**config.mk**
```make
export PLATFORM = sky130hd
export DESIGN_NAME = mem_responder_flat
export DESIGN_NICKNAME = d
export VERILOG_FILES = /design/src/rtl/mem_responder_if.sv /design/src/rtl/mem_responder.sv /design/src/flat_wrapper.sv
export SDC_FILE = /design/constraint.sdc
export NUM_CORES = 1
export LEC_CHECK = 0
export BUFFER_PORTS_ARGS = -buffer_cell sky130_fd_sc_hd__buf_2
export CORE_MARGIN = 3
export CORE_UTILIZATION = 45
export CTS_BUF_LIST = sky130_fd_sc_hd__clkbuf_2 sky130_fd_sc_hd__clkbuf_4 sky130_fd_sc_hd__clkbuf_8
export DETAILED_ROUTE_END_ITERATION = 6
export MAX_ROUTING_LAYER = met4
export PLACE_DENSITY_LB_ADDON = 0.3
export SYNTH_ARGS = -nofsm -noshare
export SYNTH_HDL_FRONTEND = slang
export SYNTH_SLANG_ARGS = --single-unit
export TNS_END_PERCENT = 50
```
**constraint.sdc**
```tcl
create_clock -name Clk -period 1.5 [get_ports Clk]
set_input_delay 0.15 -clock Clk [delete_from_list [all_inputs] [get_ports Clk]]
set_output_delay 0.15 -clock Clk [all_outputs]
set_load 0.02 [all_outputs]
```
**src/rtl/mem_responder_if.sv**
```systemverilog
// Word bus between the CPU control unit and mem_responder, plus the byte-wide RAM port.
// The master modport is the CPU/RAM side; the responder uses the slave modport.
interface mem_responder_if #(
  parameter int ADDR_W = 8
);
  logic              Req;
  logic              Wr;
  logic [31:0]       Address;
  logic [31:0]       Datain;
  logic [31:0]       Dataout;
  logic              Ready;
  logic              Busy;
  logic              AddrErr;
  logic [ADDR_W-1:0] RamAddr;
  logic              RamWr;
  logic [7:0]        RamDin;
  logic [7:0]        RamDout;

  modport master (
    output Req, Wr, Address, Datain, RamDout,
    input  Dataout, Ready, Busy, AddrErr, RamAddr, RamWr, RamDin
  );

  modport slave (
    input  Req, Wr, Address, Datain, RamDout,
    output Dataout, Ready, Busy, AddrErr, RamAddr, RamWr, RamDin
  );
endinterface

```
**src/rtl/mem_responder.sv**
```systemverilog
// Services one 32-bit big-endian read/write as four byte accesses to a synchronous
// byte-wide RAM, with WAIT extra cycles per byte and alignment/range rejection.
module mem_responder #(
  parameter int ADDR_W = 8,
  parameter int WAIT   = 0
) (
  input  logic           Clk,
  input  logic           Reset,
  mem_responder_if.slave bus
);
  typedef enum logic [2:0] {IDLE, CHECK, RADDR, RCAP, WADDR, DONE} state_e;

  localparam logic [3:0] WAIT_LAST = 4'(WAIT);

  state_e            state_q, state_d;
  logic              wr_q, wr_d;
  logic [31:0]       addr_q, addr_d;
  logic [31:0]       din_q, din_d;
  logic [31:0]       asm_q, asm_d;
  logic [31:0]       dout_q, dout_d;
  logic [1:0]        k_q, k_d;
  logic [3:0]        wait_q, wait_d;
  logic              err_q, err_d;
  logic [ADDR_W-1:0] ram_addr_q, ram_addr;
  logic [ADDR_W-1:0] byte_addr;
  logic [7:0]        wbyte;
  logic              bad_addr, wait_done;

  assign bad_addr  = (addr_q[1:0] != 2'b00) || ((addr_q >> ADDR_W) != 32'd0);
  assign wait_done = (wait_q == WAIT_LAST);
  assign byte_addr = addr_q[ADDR_W-1:0] + ADDR_W'(k_q);
  assign bus.Dataout = dout_q;
  assign bus.RamAddr = ram_addr;

  // Big-endian: byte k=0 carries the most significant byte.
  always_comb begin
    case (k_q)
      2'd0:    wbyte = din_q[31:24];
      2'd1:    wbyte = din_q[23:16];
      2'd2:    wbyte = din_q[15:8];
      default: wbyte = din_q[7:0];
    endcase
  end

  always_ff @(posedge Clk or negedge Reset) begin
    if (!Reset) begin
      state_q    <= IDLE;
      wr_q       <= 1'b0;
      addr_q     <= '0;
      din_q      <= '0;
      asm_q      <= '0;
      dout_q     <= '0;
      k_q        <= '0;
      wait_q     <= '0;
      err_q      <= 1'b0;
      ram_addr_q <= '0;
    end else begin
      state_q    <= state_d;
      wr_q       <= wr_d;
      addr_q     <= addr_d;
      din_q      <= din_d;
      asm_q      <= asm_d;
      dout_q     <= dout_d;
      k_q        <= k_d;
      wait_q     <= wait_d;
      err_q      <= err_d;
      ram_addr_q <= ram_addr;
    end
  end

  always_comb begin
    state_d     = state_q;
    wr_d        = wr_q;
    addr_d      = addr_q;
    din_d       = din_q;
    asm_d       = asm_q;
    dout_d      = dout_q;
    k_d         = k_q;
    wait_d      = wait_q;
    err_d       = err_q;
    ram_addr    = ram_addr_q;   // RAM address parks on its last value when idle
    bus.RamWr   = 1'b0;
    bus.RamDin  = 8'h00;
    bus.Ready   = 1'b0;
    bus.Busy    = 1'b0;
    bus.AddrErr = 1'b0;
    case (state_q)
      IDLE: begin
        if (bus.Req) begin
          wr_d    = bus.Wr;
          addr_d  = bus.Address;
          din_d   = bus.Datain;
          k_d     = '0;
          wait_d  = '0;
          err_d   = 1'b0;
          state_d = CHECK;
        end
      end
      CHECK: begin
        bus.Busy = 1'b1;
        if (bad_addr) begin
          err_d   = 1'b1;
          state_d = DONE;
        end else begin
          state_d = wr_q ? WADDR : RADDR;
        end
      end
      RADDR: begin
        bus.Busy = 1'b1;
        ram_addr = byte_addr;
        if (wait_done) begin
          wait_d  = '0;
          state_d = RCAP;
        end else begin
          wait_d = wait_q + 4'd1;
        end
      end
      RCAP: begin
        bus.Busy = 1'b1;
        ram_addr = byte_addr;
        asm_d    = {asm_q[23:0], bus.RamDout};
        if (k_q == 2'd3) begin
          dout_d  = {asm_q[23:0], bus.RamDout};
          state_d = DONE;
        end else begin
          k_d     = k_q + 2'd1;
          state_d = RADDR;
        end
      end
      WADDR: begin
        bus.Busy   = 1'b1;
        ram_addr   = byte_addr;
        bus.RamDin = wbyte;
        if (wait_done) begin
          bus.RamWr = 1'b1;
          wait_d    = '0;
          if (k_q == 2'd3) state_d = DONE;
          else             k_d     = k_q + 2'd1;
        end else begin
          wait_d = wait_q + 4'd1;
        end
      end
      DONE: begin
        bus.Ready   = 1'b1;
        bus.AddrErr = err_q;
        state_d     = IDLE;
      end
      default: state_d = IDLE;
    endcase
  end
endmodule

```
**src/flat_wrapper.sv**
```systemverilog
// flat-port wrapper written by rule: the top's interface ports become plain ports
module mem_responder_flat 
#(
  parameter int ADDR_W = 8,
  parameter int WAIT   = 0
)
  (Clk, Reset, bus_Req, bus_Wr, bus_Address, bus_Datain, bus_RamDout, bus_Dataout, bus_Ready, bus_Busy, bus_AddrErr, bus_RamAddr, bus_RamWr, bus_RamDin);
  mem_responder_if #(.ADDR_W(ADDR_W)) bus_i ();
  input  logic Clk;
  input  logic Reset;
  input wire logic [$bits(bus_i.Req)-1:0] bus_Req;
  input wire logic [$bits(bus_i.Wr)-1:0] bus_Wr;
  input wire logic [$bits(bus_i.Address)-1:0] bus_Address;
  input wire logic [$bits(bus_i.Datain)-1:0] bus_Datain;
  input wire logic [$bits(bus_i.RamDout)-1:0] bus_RamDout;
  output wire logic [$bits(bus_i.Dataout)-1:0] bus_Dataout;
  output wire logic [$bits(bus_i.Ready)-1:0] bus_Ready;
  output wire logic [$bits(bus_i.Busy)-1:0] bus_Busy;
  output wire logic [$bits(bus_i.AddrErr)-1:0] bus_AddrErr;
  output wire logic [$bits(bus_i.RamAddr)-1:0] bus_RamAddr;
  output wire logic [$bits(bus_i.RamWr)-1:0] bus_RamWr;
  output wire logic [$bits(bus_i.RamDin)-1:0] bus_RamDin;
  assign bus_i.Req = bus_Req;
  assign bus_i.Wr = bus_Wr;
  assign bus_i.Address = bus_Address;
  assign bus_i.Datain = bus_Datain;
  assign bus_i.RamDout = bus_RamDout;
  assign bus_Dataout = bus_i.Dataout;
  assign bus_Ready = bus_i.Ready;
  assign bus_Busy = bus_i.Busy;
  assign bus_AddrErr = bus_i.AddrErr;
  assign bus_RamAddr = bus_i.RamAddr;
  assign bus_RamWr = bus_i.RamWr;
  assign bus_RamDin = bus_i.RamDin;
  mem_responder #(.ADDR_W(ADDR_W), .WAIT(WAIT)) u_core (.Clk(Clk), .Reset(Reset), .bus(bus_i));
endmodule
```
==> flow_metrics.py <==
metrics = {
    "status": {
        "outcome": "finished, violations left",
        "failed_checks": "setup timing",
    },
    "critical_path": {
        "startpoint_type": "flop",
        "cp.required_ns": 1.35,
        "worstPathMaxFanout": 8,
        "crit_arrival_ns": 2.22,
        "endpoint_kind": "primary output",
        "crit_type": "flop to primary output",
    },
    "floorplan": {
        "initial_utilization_pct": 46.4,
        "rows": 41,
        "die-width_um": 121,
        "die-area_mm2": 0.0146,
        "coreArea_mm2": 0.0128,
        "fp.dieH_um": 121,
        "io_pins": 128,
    },
    "global_route": {
        "grt_max_degree": 63,
        "antenna_found_initial": 0,
        "grt_pass1_vias": 4916,
        "grt_pass1_wl_um": 25400,
        "grt_overflow_total": 0,
        "grtUsageTotal_pct": 23.1,
    },
    "place": {
        "place_area_mm2": 0.00711,
        "hpwl_um": 8760,
        "port-buffer-count": 127,
        "post-place-ws_ns": -0.337,
        "place.gp.congestion": 0.806,
    },
    "sta": {
        "min_period_ns": 2.37,
        "fin_skew_ns": 0.0121,
        "relSlewSlack_pct": 71.0,
        "hold_violations": 0,
        "rsz0062_at_grt": "true",
        "report.final.slew_viol_count": 0,
        "fmax_ghz": 0.421,
        "setup_slack_ns": -0.873,
        "setup_viol": 133,
        "tightest_slew_ns": 0.430,
        "fin_crit_sh_pct": 158,
    },
    "synthesis": {
        "synthMuxAreaShare_pct": 23.1,
        "synth_xor_area_share_pct": 1.62,
        "seq_area_frac_synth_pct": 58.6,
        "synth_compound_area_share_pct": 5.34,
        "post_synth_num_cell_types": 48,
        "synth-simple-area-share_pct": 6.31,
        "synth_edf_count": 0,
        "async_flop_share_pct": 100,
        "synthTopCellsByArea": "dfrtp_1 (59%), mux2_2 (21%), nor2_1 (2.3%)",
        "syn_avg_cell_area_um2": 13.8,
        "yosysTopAreaCellShare_pct": 58.6,
        "syn_area_mm2": 0.00593,
        "synth_cells": 431,
        "synth_top_family_by_area": "multiplexers",
        "synthAdderAreaFrac_pct": 2.02,
        "synthesis.nets": 516,
        "synth_ff_type": "dfrtp_1",
        "ys_ff_latch": 139,
        "yosysTopAreaCell": "dfrtp_1",
        "yosysWarningCount": 0,
    },
    "final_layout": {
        "area_growth_pct": 63.8,
        "nNetsFinal": 798,
        "diodes": 0,
        "stdcell_area_mm2": 0.00972,
        "drive_gt1_share_pct": 58.3,
        "fillers": 713,
        "fin_util_pct": 76.1,
    },
    "power_and_ir_drop": {
        "leakagePower_uw": 0.00474,
        "power_uw": 16700,
        "power.density_mw_per_mm2": 1710,
        "ir_worst_vdd_uv": 995,
    },
    "routing": {
        "avgRoutedWirePerCell_um": 20.0,
        "ant_nets": 0,
        "avgViaCountPerCell": 5.24,
        "drt_wl_total_um": 17900,
        "drc": 0,
        "dr.pass1.iters": 4,
        "drt_iter0_drc": 405,
        "vias": 4709,
    },
    "flow_run": {
        "maxCapViolCount": 0,
    },
    "clocking": {
        "cts_made_buffers": 17,
        "clock_latency_ns": 0.46,
        "cts_root_buf": "clkbuf_8",
        "clk_pin_slew_ns": 0.08,
        "cts_tree": "built",
        "clockBufferDepth": 2,
        "cts_htree_levels": 4,
        "clock_sinks": 139,
    },
    "min_path": {
        "hp-class": "input port to asynchronous set/reset pin",
    },
}
==> cells in the mapped netlist, types with 2 or more instances <==
cell        n
nor4_1      7
xor2_1      3
a222oi_1    8
a21oi_1    18
nand2_1     7
buf_6       3
nand3_1     2
a211oi_1    2
o21bai_1    2
o21a_1      2
buf_2      11
mux2_2    109
inv_1       9
dfrtp_1   139
nand2b_1    2
clkbuf_1    7
ha_1        8
xnor2_1     8
nor2_1     36
buf_4       3
o21ai_0     3
nor3b_1     3
nor3_1      2
nand3b_1    2
mux2_1     12
==> critical path: stages (launching register included) <==
cell and delay, ns:
dfrtp_1 0.40, buf_4 0.14, buf_4 0.13, ha_4 0.19
a222oi_1 0.42, nor2_1 0.11, a21oi_1 0.14, nor2_1 0.07
buf_4 0.16
==> through the flow <==
| step | setup TNS [ns] | instances | hold WS (ns) |
|---|---|---|---|
| after floorplan | -2.86 | 431 | -0.146 |
| after global placement | -11.61 | 743 | 0.00203 |
| after detailed placement | -15.04 | 743 | 0.00480 |
| after CTS | -37.24 | 880 | 0.0784 |
| after global routing | -46.48 | 898 | 0.112 |
| final | -39.20 | 898 | 0.105 |
==> layout by cell type, fill, tap and decap left out, drive strengths merged, types with 4 or more instances in the layout <==
cell,synthesis,final
mux2,121,121
buf,18,208
ha,8,8
a21oi,18,18
nor4,7,7
a222oi,8,8
dlygate4sd3,0,74
bufinv,0,4
nor2,36,36
xnor2,8,8
dfrtp,139,139
clkbuf,7,26
nand2,8,8
inv,9,13
==> cell families (layout without fill, tap and decap cells) <==
group                      after synthesis  after routing
buffers and inverters                   34            329
and+or+nand+nor                         71             71
xor gates and xnor gates                11             11
DFF                                    139            139
muxes                                  122            122
adders and majority gates                9              9
AOI/OAI and AO/OA                       45             45
==> power by group <==
group	total (uW)	internal, uW	switching, uW
sequential	5710	4880	832
combinational	7500	4350	3150
clock	3450	1920	1530
total	16700	11100	5510
==> flip-flops by register name (all words and copies together), names as in the netlist <==
register / flops
u_core.wr_q: 1
u_core.asm_q: 24
u_core.ram_addr_q: 8
u_core.bus.Dataout: 32
u_core.err_q: 1
u_core.din_q: 32
u_core.wait_q: 4
u_core.k_q: 2
u_core.state_q: 3
u_core.addr_q: 32
==> metal layers <==
metal / vias up / track usage [%] / share of wire (%)
li1: 2115 / - / -
met1: 2401 / 26.7 / 40
met2: 151 / 39.3 / 53
met3: 42 / 5.47 / 4.5
met4: 0 / 8.71 / 2.6
met5: - / - / 0
==> cell type report <==
class                           count  area [um2]  area share [%]
Sequential cell                   139        3480            35.8
Multi-Input combinational cell    258        2950            30.3
Timing Repair Buffer              288        2600            26.7
Clock buffer                       20         263            2.70
Tap cell                          172         215            2.21
Clock inverter                     12         185            1.91
Inverter                            9        33.8           0.348
==> path summary, 6_finish.rpt <==
kind | to | cells after the start | slack (ns) | from
max in group asynchronous | u_core.asm_q[17]$_DFFE_PN0N_ | 3 | 0.83 | Reset
setup / recovery | bus_RamDin[7] | 8 | -0.87 | u_core.k_q[0]$_DFFE_PN0P_
hold reg to reg | u_core.bus.Dataout[27]$_DFFE_PN0P_ | 1 | 0.51 | u_core.asm_q[19]$_DFFE_PN0N_
min in group Clk | u_core.wait_q[1]$_DFFE_PN0P_ | 4 | 0.18 | bus_Req
setup reg to reg | u_core.addr_q[5]$_DFFE_PN0P_ | 7 | -0.33 | u_core.state_q[1]$_DFFE_PN0P_
hold / removal | u_core.din_q[18]$_DFFE_PN0P_ | 2 | 0.11 | Reset
==> what timing repair did <==
| action | in CTS | in global routing |
|---|---|---|
| setup endpoints to repair | 129 | 156 |
| endpoints found under the hold margin | 220 | 0 |
| setup buffers | 24 | 17 |
| hold buffers | 74 | 0 |
| gates cloned | 8 | 7 |
| pin swaps | 20 | 21 |
| resized for setup | 119 | 91 |
No activity file was read; power rests on OpenSTA's default activity.
